File: src/rtl/bus_arbiter_if.sv
// Bus arbitration handshake bundle: per-source requests in, one-hot enable out.
interface bus_arbiter_if #(
    parameter int unsigned COUNT = 4
);
    localparam int unsigned IDXW = (COUNT > 1) ? $clog2(COUNT) : 1;

    logic [COUNT-1:0] req;
    logic [COUNT-1:0] enable;
    logic [IDXW-1:0]  owner;
    logic             busy;
    logic             preempt;

    // Arbiter side
    modport master (
        input  req,
        output enable,
        output owner,
        output busy,
        output preempt
    );

    // Requesting / observing side
    modport slave (
        output req,
        input  enable,
        input  owner,
        input  busy,
        input  preempt
    );
endinterface

File: src/rtl/bus_arbiter.sv
// Round-robin bus arbiter with a mandatory dead cycle between owners and a
// per-grant hold limit so no source can starve the others.
module bus_arbiter #(
    parameter int unsigned COUNT    = 4,
    parameter int unsigned MAX_HOLD = 8
) (
    input  logic          clk,
    input  logic          rst_n,
    bus_arbiter_if.master bus
);
    localparam int unsigned IDXW  = (COUNT > 1) ? $clog2(COUNT) : 1;
    // Wide enough to reach MAX_HOLD and saturate above it; 1 bit when unlimited.
    localparam int unsigned HOLDW = $clog2(MAX_HOLD + 2);

    typedef enum logic [1:0] {
        ST_IDLE  = 2'd0,
        ST_GRANT = 2'd1,
        ST_GAP   = 2'd2
    } state_e;

    state_e            state_q, state_d;
    logic [COUNT-1:0]  enable_q, enable_d;
    logic [IDXW-1:0]   owner_q, owner_d;
    logic              busy_q, busy_d;
    logic              preempt_q, preempt_d;
    logic [IDXW-1:0]   ptr_q, ptr_d;
    logic [HOLDW-1:0]  hold_q, hold_d;

    logic              pick_valid_c;
    logic [IDXW-1:0]   pick_idx_c;
    logic              limit_c;
    logic              owner_req_c;

    // Index a + off, wrapped into 0..COUNT-1 (off is always < COUNT here).
    function automatic logic [IDXW-1:0] wrap_add(input logic [IDXW-1:0] a,
                                                 input int unsigned off);
        int unsigned s;
        s = 32'(a) + off;
        if (s >= COUNT) begin
            s = s - COUNT;
        end
        return IDXW'(s);
    endfunction

    // First set request at or above ptr, wrapping around.
    always_comb begin
        logic [IDXW-1:0] cand;
        pick_valid_c = 1'b0;
        pick_idx_c   = '0;
        cand         = '0;
        for (int unsigned off = 0; off < COUNT; off++) begin
            cand = wrap_add(ptr_q, off);
            if (!pick_valid_c && bus.req[cand]) begin
                pick_valid_c = 1'b1;
                pick_idx_c   = cand;
            end
        end
    end

    assign limit_c     = (MAX_HOLD != 0) && (hold_q == HOLDW'(MAX_HOLD));
    assign owner_req_c = bus.req[owner_q];

    // Next-state and registered-output logic.
    always_comb begin
        state_d   = state_q;
        enable_d  = enable_q;
        owner_d   = owner_q;
        busy_d    = busy_q;
        preempt_d = 1'b0;
        ptr_d     = ptr_q;
        hold_d    = hold_q;

        case (state_q)
            ST_IDLE, ST_GAP: begin
                if (pick_valid_c) begin
                    state_d  = ST_GRANT;
                    enable_d = COUNT'(1) << pick_idx_c;
                    owner_d  = pick_idx_c;
                    busy_d   = 1'b1;
                    hold_d   = HOLDW'(1);
                    ptr_d    = wrap_add(pick_idx_c, 1);
                end else begin
                    state_d  = ST_IDLE;
                    enable_d = '0;
                    busy_d   = 1'b0;
                end
            end
            ST_GRANT: begin
                if (!owner_req_c || limit_c) begin
                    state_d   = ST_GAP;
                    enable_d  = '0;
                    busy_d    = 1'b0;
                    preempt_d = limit_c && owner_req_c;
                end else if (hold_q != '1) begin
                    hold_d = hold_q + HOLDW'(1);
                end
            end
            default: begin
                state_d  = ST_IDLE;
                enable_d = '0;
                busy_d   = 1'b0;
            end
        endcase
    end

    // State and output registers with synchronous active-low reset.
    always_ff @(posedge clk) begin
        if (!rst_n) begin
            state_q   <= ST_IDLE;
            enable_q  <= '0;
            owner_q   <= '0;
            busy_q    <= 1'b0;
            preempt_q <= 1'b0;
            ptr_q     <= '0;
            hold_q    <= '0;
        end else begin
            state_q   <= state_d;
            enable_q  <= enable_d;
            owner_q   <= owner_d;
            busy_q    <= busy_d;
            preempt_q <= preempt_d;
            ptr_q     <= ptr_d;
            hold_q    <= hold_d;
        end
    end

    assign bus.enable  = enable_q;
    assign bus.owner   = owner_q;
    assign bus.busy    = busy_q;
    assign bus.preempt = preempt_q;
endmodule

File: src/flat_wrapper.sv
// flat-port wrapper written by rule: the top's interface ports become plain ports
module bus_arbiter_flat 
#(
    parameter int unsigned COUNT    = 4,
    parameter int unsigned MAX_HOLD = 8
)
  (clk, rst_n, bus_req, bus_enable, bus_owner, bus_busy, bus_preempt);
  bus_arbiter_if #(.COUNT(COUNT)) bus_i ();
  input  logic clk;
  input  logic rst_n;
  input wire logic [$bits(bus_i.req)-1:0] bus_req;
  output wire logic [$bits(bus_i.enable)-1:0] bus_enable;
  output wire logic [$bits(bus_i.owner)-1:0] bus_owner;
  output wire logic [$bits(bus_i.busy)-1:0] bus_busy;
  output wire logic [$bits(bus_i.preempt)-1:0] bus_preempt;
  assign bus_i.req = bus_req;
  assign bus_enable = bus_i.enable;
  assign bus_owner = bus_i.owner;
  assign bus_busy = bus_i.busy;
  assign bus_preempt = bus_i.preempt;
  bus_arbiter #(.COUNT(COUNT), .MAX_HOLD(MAX_HOLD)) u_core (.clk(clk), .rst_n(rst_n), .bus(bus_i));
endmodule
File: config.mk
export PLATFORM = sky130hd
export DESIGN_NAME = bus_arbiter_flat
export DESIGN_NICKNAME = d
export VERILOG_FILES = /design/src/rtl/bus_arbiter_if.sv /design/src/rtl/bus_arbiter.sv /design/src/flat_wrapper.sv
export SDC_FILE = /design/constraint.sdc
export NUM_CORES = 1
export LEC_CHECK = 0
export CAP_MARGIN = 20
export CORE_ASPECT_RATIO = 0.8
export CORE_MARGIN = 5
export CORE_UTILIZATION = 46
export DETAILED_ROUTE_END_ITERATION = 8
export PLACE_DENSITY = 0.79
export SLEW_MARGIN = 20
export SYNTH_ARGS = -nofsm -noshare
export SYNTH_HDL_FRONTEND = slang
export SYNTH_SLANG_ARGS = --single-unit
export TNS_END_PERCENT = 1
File: constraint.sdc
create_clock -name clk -period 1.55 [get_ports clk]
set_clock_uncertainty 0.05 [all_clocks]
set_input_delay 0.155 -clock clk [delete_from_list [all_inputs] [get_ports clk]]
set_output_delay 0.155 -clock clk [all_outputs]
set_load 0.05 [all_outputs]
# Word level (Yosys, flattened, before mapping)
# Index checks and enable logic that the tools add are counted.
# word_totals
reg_bits	16
input_bits	6
output_inout_bits	8
elab_cells	87
# classes
add_sub_neg	10
magnitude_cmp	10
eq_ne	8
shifts	1
mux	36
n_reduce_logical	15
# op_table
cell	n
$mux 2	10
$mux 4	5
$pmux 4 s2	2
$lt 2x3->1 const B	5
$ge 3x3->1 const B	4
$mux 1	12
$bmux 1 s2	5
$sub 2x1->2 const B	5
$add 2x1->3 const B	2
$add 2x2->3 const B	2
$ne 2x1->1 const B	3
$add 4x1->4 const B	1
$eq 4x4->1 const B	1
$logic_and 1x1->1	4
$logic_not 1->1	4
$ne 4x4->1 const B	1
$pmux 2 s2	1
$reduce_and 4->1	1
$shl 1x2->4 const A	1
$ge 2x3->1 const B	1
$reduce_and 3->1	1
$eq 2x1->1 const B	1
$eq 2x2->1 const B	1
$logic_not 2->1	1
6 further kinds	6

# Longest topological paths before layout
# Gate-level depths: netlist (run 1).
# logic_depth
word_depth	17
mapped_depth	7
mapped_depth_nobuf	7

# Worst setup path before layout (run 1)
# Ideal clock, no wire load.
# synth_path
path_type	flip-flop to flip-flop
from	reg u_core.owner_q[0], in the netlist u_core.bus.owner[0]
to	reg u_core.enable_q[0], in the netlist u_core.bus.enable[0]
setup_ns	0.117
arrival_ns	1.777
t_required_ns	1.383
slack_ns	-0.394
path_stages_with_launch	5
n_path_buf	1
period_less_slack_ns	1.944
path_cell_list	dfxtp_1 > mux4_2 > and4_4 > buf_6 > a32o_1
# synth_via
elab_chain_cells	5
# synth_rtl
item	line_no	source
start, declared	bus_arbiter.sv:23	logic [IDXW-1:0] owner_q, owner_d;
start signal, assigned	bus_arbiter.sv:119	owner_q <= owner_d;
$bmux 1 s2	bus_arbiter.sv:61	assign owner_req_c = bus.req[owner_q];
$mux 1 (implied by the code)	bus_arbiter.sv:61	
$logic_not 1->1	bus_arbiter.sv:89	if (!owner_req_c || limit_c) begin
$logic_or 1x1->1	bus_arbiter.sv:89	
$ne 2x1->1 (no source line)	-	
end signal, assigned	bus_arbiter.sv:118	enable_q <= enable_d;
end, declared	bus_arbiter.sv:22	logic [COUNT-1:0] enable_q, enable_d;
# No other way between the ends. The select of a mux whose other input is x is not followed.
# A chain may end at the register's enable or synchronous reset.

# Worst setup path in the final report (run 1)
# Ends and elaborated chain as after synthesis.

==> metrics, run 1 <==
P_leak=0.0005678 uW; cts bufs inserted=3; wire per inst=14.84 um; crit end category=flop; crit path time final=1.506 ns; routed vias/inst=5.651; Clock Sinks=16; worst-path maximum fanout=7; sequential area share after synthesis=36.47%; pwr dens=960.6 nW/um^2; final instance area=1262 sq um; core area=1857 sq um; die area=2889 sq um; RSZ-0062 raised after global routing=yes; Setup CP Type=reg2reg; GR peak layer=met2; area grow syn2layout=43.73%; area of the multi-input gates=583.1 sq um; Worst-Margin Slew=0.3867 ns; Avg Synthesized Cell Area=9.547 sq um; largest net degree at the start of global routing=11; max_cap viols=0; met1 Use GR=20.19%; HP Class=reg2reg; PortBufs=13; num ports=14; FMAX=664.2 MHz; Cells after Synth=92; share of cells above drive strength 1=46.40%; syn_nets=104; htree depth=1; DR vias=842; GR Util All Layers=15.55%; status=completed; sequential cell area=331.6 sq um; VDD IR-drop max=0.6882 mV; EDFF count, synth=0; routability congestion estimate=0.7705; top_reg_cell synth=dfxtp_1; Starting Density=47.30%; met3 GRT Util=5.026%; Fillers=163; hold_ws=0.4076 ns; Final Hold Vio Count=0; DR pass1 iterations=4; slowest cell on the critical path=mux4_2; Max transition margin=74.19%; clk_lat worst skew=0.29 ns; post-route ant nets=0; root buf cell=clkbuf_4; top post-synthesis cells by area=dfxtp_1 (36%), ha_1 (8.5%), a32o_1 (4.6%), nand2_1 (3.8%), o22ai_1 (3.6%); Chip Width=58.86 um; number of DRC markers in iteration 0=40; initial antenna violation count=0; CTS tree=built; cell taking the most area after synthesis=dfxtp_1; # diodes=0; Final period util=97.13%; DRC=0; Synth top area share=36.47%; Nets=138; total gr overflow=0; crit-path cells=mux4_2, and4_4, a32o_1; max-slew violations=0; detailed placement HPWL=1565 um; chip height=49.09 um; CP required=1.69 ns; DP Area=1132 sq um; first-pass GRT wire length=3594 um; Synth Warn #=0; Max stage delay on crit path=0.53 ns; Clock Path Buffers=2; vias in the first global route=862; Critical Path AT=1.64 ns; Netlist cell types=37; wirelength, routed=2211 um; Syn Std Cell Area=878.3 sq um; CP Launch Type=flop; Async S/R FF share, synth=0%; grt met2 use=25.37%; flops & latches, synth=16; final setup violation count=0; row count=14; Layout Utilization=67.99%; Worst-path clk slew=0.10 ns
==> cell usage after synthesis, types with 2 or more instances <==
master and n:
dfxtp_1 16, nand2_1 9, ha_1 6, inv_1 6
o22ai_1 5, a32o_1 4, nor2_1 4, nor2b_1 3
a21boi_0 2, a21oi_1 2, clkbuf_1 2, mux2i_1 2
nand2b_1 2, nand3_1 2, nand3b_1 2, o211a_1 2
o21a_1 2, o21ai_0 2
==> cell usage in the layout (no fill, tap or decap), types with 2 or more instances in the layout <==
cell           instances
buf_4                 27
nand2_1                9
dfxtp_1                9
dfxtp_2                6
inv_1                  5
a32o_1                 4
ha_1                   4
dlygate4sd2_1          4
o22ai_1                3
nor2_1                 3
clkbuf_4               3
nor2b_1                2
o22ai_2                2
nand3b_1               2
mux2i_1                2
o211a_1                2
o21a_1                 2
o21ai_0                2
==> through the flow <==
| step | instances | TNS (ns) | setup slack (ns) | total power, uW |
|---|---|---|---|---|
| global route | 149 | -0.1340 | -0.04248 | 1286 |
| global placement | 143 | -3.427 | -0.3196 | 865.0 |
| CTS | 148 | -0.0009346 | -0.0009346 | 1176 |
| finish | 149 | 0 | 0.04450 | 1213 |
| floorplan | 92 | -0.5339 | -0.09276 | 725.8 |
| detailed placement | 143 | -4.585 | -0.4377 | 876.1 |
==> what timing repair did <==
| item | in CTS | in global routing |
|---|---|---|
| pin swaps | 2 | 5 |
| gates resized for setup | 10 | 14 |
| hold buffers | 0 | 0 |
| endpoints found under the setup margin | 9 | 7 |
| hold endpoints to repair | 0 | 0 |
| setup buffers | 1 | 1 |
==> cell families after synthesis <==
kind of cell             Yosys count  share of synthesized area, %
adder cells (fa/ha/maj)            6                         8.547
flip-flops                        16                         36.47
buffers and inverters             10                         5.556
AND/OR/NAND/NOR                   30                         19.52
AO/OA/AOI/OAI                     26                         23.79
multiplexers                       4                         6.125
==> per-layer routing <==
metal / vias up / routed length (um)
met4: 0 / 0
met1: 406 / 992
met5: - / 0
met2: 29 / 1095
met3: 0 / 123
li1: 407 / -
==> layout make-up <==
class / count / share of cell area (%)
Multi-Input combinational cell: 66 / 46.18
Sequential cell: 16 / 26.26
Timing Repair Buffer: 33 / 20.52
Clock buffer: 4 / 2.874
Tap cell: 24 / 2.379
Inverter: 6 / 1.784
==> worst paths after layout <==
| check | cells past startpoint | slack [ns] | startpoint | end |
|---|---|---|---|---|
| max | 3 | 0.04 | u_core.bus.owner[0]$_SDFFE_PN0P_ | u_core.bus.enable[0]$_SDFFE_PN0P_ |
| min | 2 | 0.41 | u_core.bus.busy$_SDFFE_PN0P_ | u_core.bus.busy$_SDFFE_PN0P_ |
| max reg2reg | 3 | 0.04 | u_core.bus.owner[0]$_SDFFE_PN0P_ | u_core.bus.enable[0]$_SDFFE_PN0P_ |
| min reg2reg | 2 | 0.41 | u_core.bus.busy$_SDFFE_PN0P_ | u_core.bus.busy$_SDFFE_PN0P_ |
==> power breakdown <==
group	switching, uW	leakage (uW)	total (uW)	internal [uW]
Sequential	32.6	0.000134	487	455
Clock	137	0.0000210	280	143
Combinational	239	0.000413	446	207
==> sequential cells by signal (all words and copies together) (netlist names) <==
name	count
u_core.ptr_q	2
u_core.state_q	2
u_core.hold_q	4
u_core.bus.enable	4
u_core.bus.owner	2
u_core.bus.busy	1
u_core.bus.preempt	1
==> worst max-delay path, delay by kind of cell, from the launching register on <==
family             cells  cell delay [ns]
AOI/OAI and AO/OA      1             0.21
DFF                    1             0.37
muxes                  1             0.53
and+or+nand+nor        1             0.25
(Power assumes the default switching activity.)
==> inputs of run 2 (changes only) <==
--- a/config.mk
+++ b/config.mk
@@ -8,9 +8,10 @@
 export CAP_MARGIN = 20
 export CORE_ASPECT_RATIO = 0.8
 export CORE_MARGIN = 5
-export CORE_UTILIZATION = 46
+export CORE_UTILIZATION = 49
+export CTS_BUF_LIST = sky130_fd_sc_hd__clkbuf_4 sky130_fd_sc_hd__clkbuf_8
 export DETAILED_ROUTE_END_ITERATION = 8
-export PLACE_DENSITY = 0.79
+export PLACE_DENSITY = 0.83
 export SLEW_MARGIN = 20
 export SYNTH_ARGS = -nofsm -noshare
 export SYNTH_HDL_FRONTEND = slang
==> metrics, run 2 (same netlist as run 1, synthesis figures left out) <==
status=finished with violations; failing checks=negative setup slack; RSZ-0062 raised after global routing=yes; crit end category=flop; GR Util All Layers=17.77%; most frequent cells in the layout=buf_4 (26), dfxtp_1 (10), nand2_1 (9); DRC=0; max-slew violations=0; P_leak=0.0005665 uW; CTS hold repair buffers=0; Clock Path Buffers=2; crit path time final=1.586 ns; CP Launch Type=flop; Chip Width=57.34 um; chip height=47.87 um; VDD IR-drop max=0.8059 mV; detailed placement HPWL=1558 um; PortBufs=13; FMAX=630.4 MHz; Post-Layout Cell Count=145; wire per inst=16.94 um; Worst-Margin Slew=0.6435 ns; Worst Slack Setup Final=-0.03623 ns; routability congestion estimate=0.7914; Nets=136; HP Class=reg2reg; area grow syn2layout=41.45%; Starting Density=52.94%; dpl ws=-0.4222 ns; Final period util=102.3%; DR vias=874; num ports=14; htree depth=1; Critical Path AT=1.73 ns; Worst-path clk slew=0.10 ns; Max transition margin=56.94%; row count=13; share of cells above drive strength 1=43.09%; Final Hold Vio Count=0; post-route ant nets=0; number of DRC markers in iteration 0=26; final setup violation count=2; routed vias/inst=6.028; cts bufs inserted=3; # diodes=0; DR pass1 iterations=5; Setup CP Type=reg2reg; clk_lat worst skew=0.29 ns; CP required=1.70 ns; vias in the first global route=786; final setup TNS=-0.05108 ns; largest net degree at the start of global routing=11; Pwr Total=1192 uW; pwr dens=959.7 nW/um^2; Inst Count DP=137; die area=2745 sq um; first-pass GRT wire length=3601 um; initial antenna violation count=0; worst-path maximum fanout=4; Clock Sinks=16; core area=1659 sq um; commonest non-fill, non-tap cell in the layout=buf_4; root buf cell=clkbuf_4; total gr overflow=0; max_cap viols=0; CTS tree=built; wirelength, routed=2457 um
run 2: cell types whose count changed in the layout (fill, tap and decap cells not counted), sizes merged:
cell and change:
buf -2, dlygate4sd2 -1, dlymetal6s2s +1
run 2: metal layers:
layer	vias up	track usage, %	wire length (um)
met1	420	19.55	970
met4	0	9.722	121
li1	406	-	-
met3	15	5.391	143
met2	33	31.89	1222
met5	-	0	0
run 2: area by class of cell:
cell class                      count  area (sq um)
Inverter                            6         22.52
Clock buffer                        4         30.03
Timing Repair Buffer               31         244.0
Tap cell                           22         27.53
Sequential cell                    16         332.8
Fill cell                         140         416.7
Multi-Input combinational cell     66         585.6
run 2: worst max-delay path, stage by stage (launching register included):
cell and delay (ns):
dfxtp_4 0.38, nand2b_4 0.15, a21oi_4 0.06, a211o_1 0.28, buf_4 0.16, ha_1 0.18
a32o_1 0.23
run 2: stage by stage:
| stage | instance area [sq um] | utilization (%) | hold slack, ns |
|---|---|---|---|
| 5_1_grt | 1242 | 74.89 | 0.4453 |
| 6_report | 1242 | 74.89 | 0.4160 |
| 3_3_place_gp | 1100 | 66.29 | 0.3885 |
| 3_5_place_dp | 1100 | 66.29 | 0.4023 |
| 2_1_floorplan | 883.3 | - | 0.3585 |
| 4_1_cts | 1132 | 68.25 | 0.4165 |
run 2: worst paths after layout:
| check | from | endpoint | slack (ns) | cells past startpoint |
|---|---|---|---|---|
| min | u_core.bus.busy$_SDFFE_PN0P_ | u_core.bus.busy$_SDFFE_PN0P_ | 0.42 | 2 |
| min reg2reg | u_core.bus.busy$_SDFFE_PN0P_ | u_core.bus.busy$_SDFFE_PN0P_ | 0.42 | 2 |
| max reg2reg | u_core.ptr_q[0]$_SDFFE_PN0P_ | u_core.bus.enable[0]$_SDFFE_PN0P_ | -0.04 | 6 |
| max | u_core.ptr_q[0]$_SDFFE_PN0P_ | u_core.bus.enable[0]$_SDFFE_PN0P_ | -0.04 | 6 |
run 2: repair_timing:
item / CTS / global route
setup endpoints to repair: 9 / 11
pin swaps: 0 / 5
resized for setup: 5 / 18
buffers inserted: 0 / 4
run 2: power breakdown:
part	internal (uW)	switching (uW)	total, uW
sequential	454	42.3	496
combinational	205	235	440
clock	118	138	256
==> inputs of run 3 (changes only) <==
--- a/config.mk
+++ b/config.mk
@@ -8,10 +8,11 @@
 export CAP_MARGIN = 20
 export CORE_ASPECT_RATIO = 0.8
 export CORE_MARGIN = 5
-export CORE_UTILIZATION = 49
+export CORE_UTILIZATION = 50
 export CTS_BUF_LIST = sky130_fd_sc_hd__clkbuf_4 sky130_fd_sc_hd__clkbuf_8
 export DETAILED_ROUTE_END_ITERATION = 8
-export PLACE_DENSITY = 0.83
+export DONT_BUFFER_PORTS = 1
+export PLACE_DENSITY = 0.74
 export SLEW_MARGIN = 20
 export SYNTH_ARGS = -nofsm -noshare
 export SYNTH_HDL_FRONTEND = slang
==> metrics, run 3 (same netlist as run 1, synthesis figures left out) <==
Final period util=100.0%; Reg2Reg Depth=6; worst reg2reg setup slack=-0.0005 ns; worst-path maximum fanout=5; post-route ant nets=0; total gr overflow=0; row count=13; # diodes=0; worst hold path depth=3; root buf cell=clkbuf_4; area grow syn2layout=20.09%; routability congestion estimate=0.8357; crit path time final=1.551 ns; RSZ-0062 raised after global routing=yes; Layout Utilization=64.20%; crit end category=flop; Max transition margin=63.15%; Worst-path clk slew=0.10 ns; VDD IR-drop max=0.7597 mV; Critical Path AT=1.68 ns; first-pass GRT wire length=3298 um; largest net degree at the start of global routing=17; clk_lat worst skew=0.29 ns; most frequent cells in the layout=buf_4 (13), dfxtp_1 (12), nand2_1 (9); CP required=1.68 ns; hold_ws=0.1026 ns; chip height=47.49 um; Max stage delay on crit path=0.41 ns; PortBufs=0; routed vias/inst=5.875; num ports=14; slowest cell on the critical path=dfxtp_1; FMAX=644.9 MHz; pwr dens=1022 nW/um^2; HP Class=in2reg; detailed placement HPWL=1397 um; Starting Density=53.47%; crit-path cells=inv_1, ha_1, nand3b_1, o22ai_2, nor4_1, o22ai_1; core area=1643 sq um; failing checks=negative setup slack; Worst-Margin Slew=0.5509 ns; cts bufs inserted=3; wire per inst=15.07 um; number of DRC markers in iteration 0=12; FF-to-FF Start=u_core.hold_q[0]$_SDFFE_PN0P_; Worst Slack Setup Final=-0.0005207 ns; Hold Startpoint=bus_req[3]; htree depth=1; Clock Sinks=16; wirelength, routed=1929 um; P_leak=0.0004557 uW; vias in the first global route=753; Clock Path Buffers=2; GR Util All Layers=16.10%; die area=2700 sq um; max-slew violations=0; final setup violation count=1; Setup CP Type=reg2reg; worst path buffer plus inverter count=1; initial antenna violation count=0; Final Hold Vio Count=0; CTS tree=built; Pwr Total=1078 uW; max_cap viols=0; commonest non-fill, non-tap cell in the layout=buf_4; DRC=0; worst r2r dst=u_core.hold_q[3]$_SDFFE_PN0P_; status=finished with violations; WHS Endpoint=u_core.bus.owner[0]$_SDFFE_PN0P_; DR vias=752; final setup TNS=-0.0005207 ns; Nets=119; CP Launch Type=flop; critical path's top delay family=simple AND/OR/NAND/NOR gates; share of cells above drive strength 1=29.25%; Chip Width=56.86 um; post-CTS setup buffer count=0; DR pass1 iterations=4
-- run 3: cell count changes in the layout (fill, tap and decap cells not counted), moves of 2 or more --
cell	delta
buf_4	-13
dfxtp_1	+2
dlygate4sd2_1	-3
o22ai_1	+2
o22ai_2	-2
-- run 3: worst max-delay path by stage --
stage | slack (ns) | cells past startpoint | from | to
after detailed placement | -0.02 | 6 | u_core.hold_q[0]$_SDFFE_PN0P_ | u_core.hold_q[2]$_SDFFE_PN0P_
after floorplan | -0.09 | 4 | u_core.bus.owner[0]$_SDFFE_PN0P_ | u_core.bus.enable[0]$_SDFFE_PN0P_
after CTS | 0.01 | 6 | u_core.hold_q[0]$_SDFFE_PN0P_ | u_core.hold_q[1]$_SDFFE_PN0P_
final | -0.0005 | 6 | u_core.hold_q[0]$_SDFFE_PN0P_ | u_core.hold_q[3]$_SDFFE_PN0P_
after global routing | -0.04 | 4 | u_core.bus.owner[0]$_SDFFE_PN0P_ | u_core.hold_q[0]$_SDFFE_PN0P_
after global placement | -0.02 | 6 | u_core.hold_q[0]$_SDFFE_PN0P_ | u_core.hold_q[2]$_SDFFE_PN0P_
-- run 3: timing repair --
action | 4_1_cts | 5_1_grt
hold endpoints to repair | 15 | 0
pin swaps | 1 | 3
setup endpoints to repair | 3 | 10
hold buffers | 1 | 0
gates resized for setup | 1 | 5
-- run 3: final cells by class --
class | instances | area, sq um
Clock buffer | 4 | 30.03
Inverter | 6 | 22.52
Timing Repair Buffer | 14 | 107.6
Multi-Input combinational cell | 66 | 539.3
Sequential cell | 16 | 327.8
Tap cell | 22 | 27.53
Fill cell | 158 | 588.1
-- run 3: stage by stage --
stage,area (sq um),instances,setup slack (ns)
2_1_floorplan,883.3,92,-0.09276
3_3_place_gp,982.2,123,-0.02346
3_5_place_dp,982.2,123,-0.02051
4_1_cts,1028,128,0.01435
5_1_grt,1055,128,-0.03565
6_report,1055,128,-0.0005207
-- run 3: power breakdown --
part | internal, uW | switching, uW | leakage, uW | total [uW]
registers | 453 | 47.5 | 0.000133 | 500
logic | 143 | 179 | 0.000304 | 322
clock network | 118 | 138 | 0.0000184 | 256
total | 713 | 365 | 0.000456 | 1080
-- run 3: layer usage --
layer | part of all wire (%) | track usage [%] | routed length, um | vias to the layer above
li1 | - | - | - | 372
met1 | 46 | 19.28 | 878 | 361
met2 | 47 | 27.88 | 909 | 19
met3 | 7.3 | 7.278 | 141 | 0
met4 | 0 | 2.778 | 0 | 0
met5 | 0 | 0 | 0 | -
-- run 3: worst reg2reg max path, cell delays in order (launching register included) --
cell	delay [ns]
dfxtp_1	0.41
inv_1	0.07
ha_1	0.19
nand3b_1	0.11
o22ai_2	0.12
nor4_1	0.37
o22ai_1	0.12
==> variant: new RTL, flow settings as in run 2 <==
`hold_q` no longer has a reset.
--- a/src/rtl/bus_arbiter.sv
+++ b/src/rtl/bus_arbiter.sv
@@ -112,7 +112,6 @@
             busy_q    <= 1'b0;
             preempt_q <= 1'b0;
             ptr_q     <= '0;
-            hold_q    <= '0;
         end else begin
             state_q   <= state_d;
             enable_q  <= enable_d;
@@ -120,8 +119,11 @@
             busy_q    <= busy_d;
             preempt_q <= preempt_d;
             ptr_q     <= ptr_d;
-            hold_q    <= hold_d;
         end
+    end
+
+    always_ff @(posedge clk) begin
+        hold_q <= hold_d;
     end
 
     assign bus.enable  = enable_q;
Formal check against the unedited RTL: no difference found for any inputs over 10 cycles, from zero or initial values and one cycle with rst_n low; that may be too few to reach the edited logic, so the function may still have changed.
==> variant against run 2 <==
Die area shrank 13%. Highest routed layer is now met3. Sequential cell count shrank 1. Design area shrank 15%. First-iteration DRC count shrank 69%. Critical path depth shrank 3. Fmax grew 5.6%. Power grew 13%. Setup slack gained 0.084 ns. Synthesized area shrank 16%. Clock power shrank 5%. Core utilization shrank 0.24 points. Largest cell class unchanged. Wire length shrank 27%. Global-route usage shrank 0.63 points. Critical path type unchanged. Largest power group unchanged.
==> variant: results (changes against run 2) <==
| Metric | Value |
|---|---|
| Status | completed (was finished with violations) |
| Pin count of the biggest net entering global routing | 9 (was 11) |
| Initial DRT Pass Iterations | 4 (was 5) |
| Detailed placement HPWL | 1.27 mm (was 1.56 mm) |
| Syn_nets | 85 (was 104) |
| Placer's final routability congestion estimate | 0.808 (was 0.791) |
| EDFF count, synth | 4 (was 0) |
| Worst slew pin tran | 0.451 ns (was 0.644 ns) |
| R2R depth | 3 (was 6) |
| Worst Hold Path Cells | 1 (was 2) |
| DR top layer | met3 (was met4) |
| Met3 Resource Use GR | 6.93% (was 5.39%) |
| DRT Wirelength | 1.79 mm (was 2.46 mm) |
| Clock-pin slew on the worst setup and hold paths | 0.09 ns |
| R2r setup slk | 0.05 ns (was -0.04 ns) |
| Slowest stage delay, CP | 0.53 ns (was 0.38 ns) |
| Iter 0 DRT Violations | 8 (was 26) |
| Post-CTS Setup Bufs | 0 (unchanged) |
| Metal2 WL | 840 um (was 1.22 mm) |
| Share of layout cells above drive strength 1 | 41.4% (was 43.1%) |
| Min-delay src | u_core.bus.enable[0]$_SDFFE_PN0P_ (was u_core.bus.busy$_SDFFE_PN0P_) |
| DP Area | 960 um2 (was 1100 um2) |
| Pleak | 0.498 nW (was 0.566 nW) |
| GRT met2 Usage | 28.1% (was 31.9%) |
| GR Util All Layers | 17.1% (was 17.8%) |
| Placed cell count | 117 (was 137) |
| Nets@finish | 112 (was 136) |
| Post-synthesis area per instance | 10.2 um2 (was 9.55 um2) |
| WL met1 | 832 um (was 970 um) |
| GR Util met1 | 20.4% (was 19.6%) |
| Post-CTS Resized | 4 (was 5) |
| Hold_ws | 0.434 ns (was 0.416 ns) |
| Largest cells by area after synthesis | dfxtp_1, edfxtp_1, ha_1 (was dfxtp_1, ha_1, a32o_1) |
| Max frequency | 0.666 GHz (was 0.630 GHz) |
| Place WS | -0.362 ns (was -0.422 ns) |
| Number of global-route vias before repair | 677 (was 786) |
| Critical path arrival | 1.63 ns (was 1.73 ns) |
| Top cell family by delay on the critical path | multiplexers (was compound AO/OA/AOI/OAI gates) |
| CP max FO | 5 (was 4) |
| Worst hold path class | register to register (unchanged) |
| Fin cells | 120 (was 145) |
| Seq/Total Area, Yosys | 45.9% (was 36.5%) |
| First-pass GRT wire length | 2.95 mm (was 3.60 mm) |
| Beginning of the critical path | u_core.bus.owner[0]$_SDFFE_PN0P_ (was u_core.ptr_q[0]$_SDFFE_PN0P_) |
| Slowest cell on crit path | mux4_2 (was dfxtp_4) |
| Synth cell types | 28 (was 37) |
| Max VDD drop | 701 uV (was 806 uV) |
[variant: logic make-up (layout without fill, tap and decap cells)]
logic type	Yosys count	in the layout	share of synthesized area, %
AND/OR/NAND/NOR	30	30	22.1
flip-flops	15	15	45.9
AO/OA/AOI/OAI	14	14	14.0
adder cells (fa/ha/maj)	6	6	10.1
buffers and inverters	5	31	2.53
XOR/XNOR	2	2	2.36
multiplexers	1	1	3.04
[variant: per-stage QoR]
stage / setup TNS, ns / total power [mW]
floorplan: 0 / 0.868
CTS: 0 / 1.31
global route: -0.111 / 1.44
global placement: -2.90 / 1.04
detailed placement: -3.35 / 1.06
finish: 0 / 1.35
[variant: layout make-up]
cell class	count	share of cell area [%]
repair buffers	22	17.8
multi-input cells	53	41.9
clock buffers	4	2.85
well taps	21	2.49
inverters	5	1.78
flip-flops and latches	15	33.1
[variant: report_power, final]
part           total [mW]  leakage, nW  switching (mW)  internal (mW)
Combinational       0.523        0.347           0.295          0.228
Clock               0.242       0.0184           0.124          0.117
Sequential          0.583        0.133          0.0805          0.502
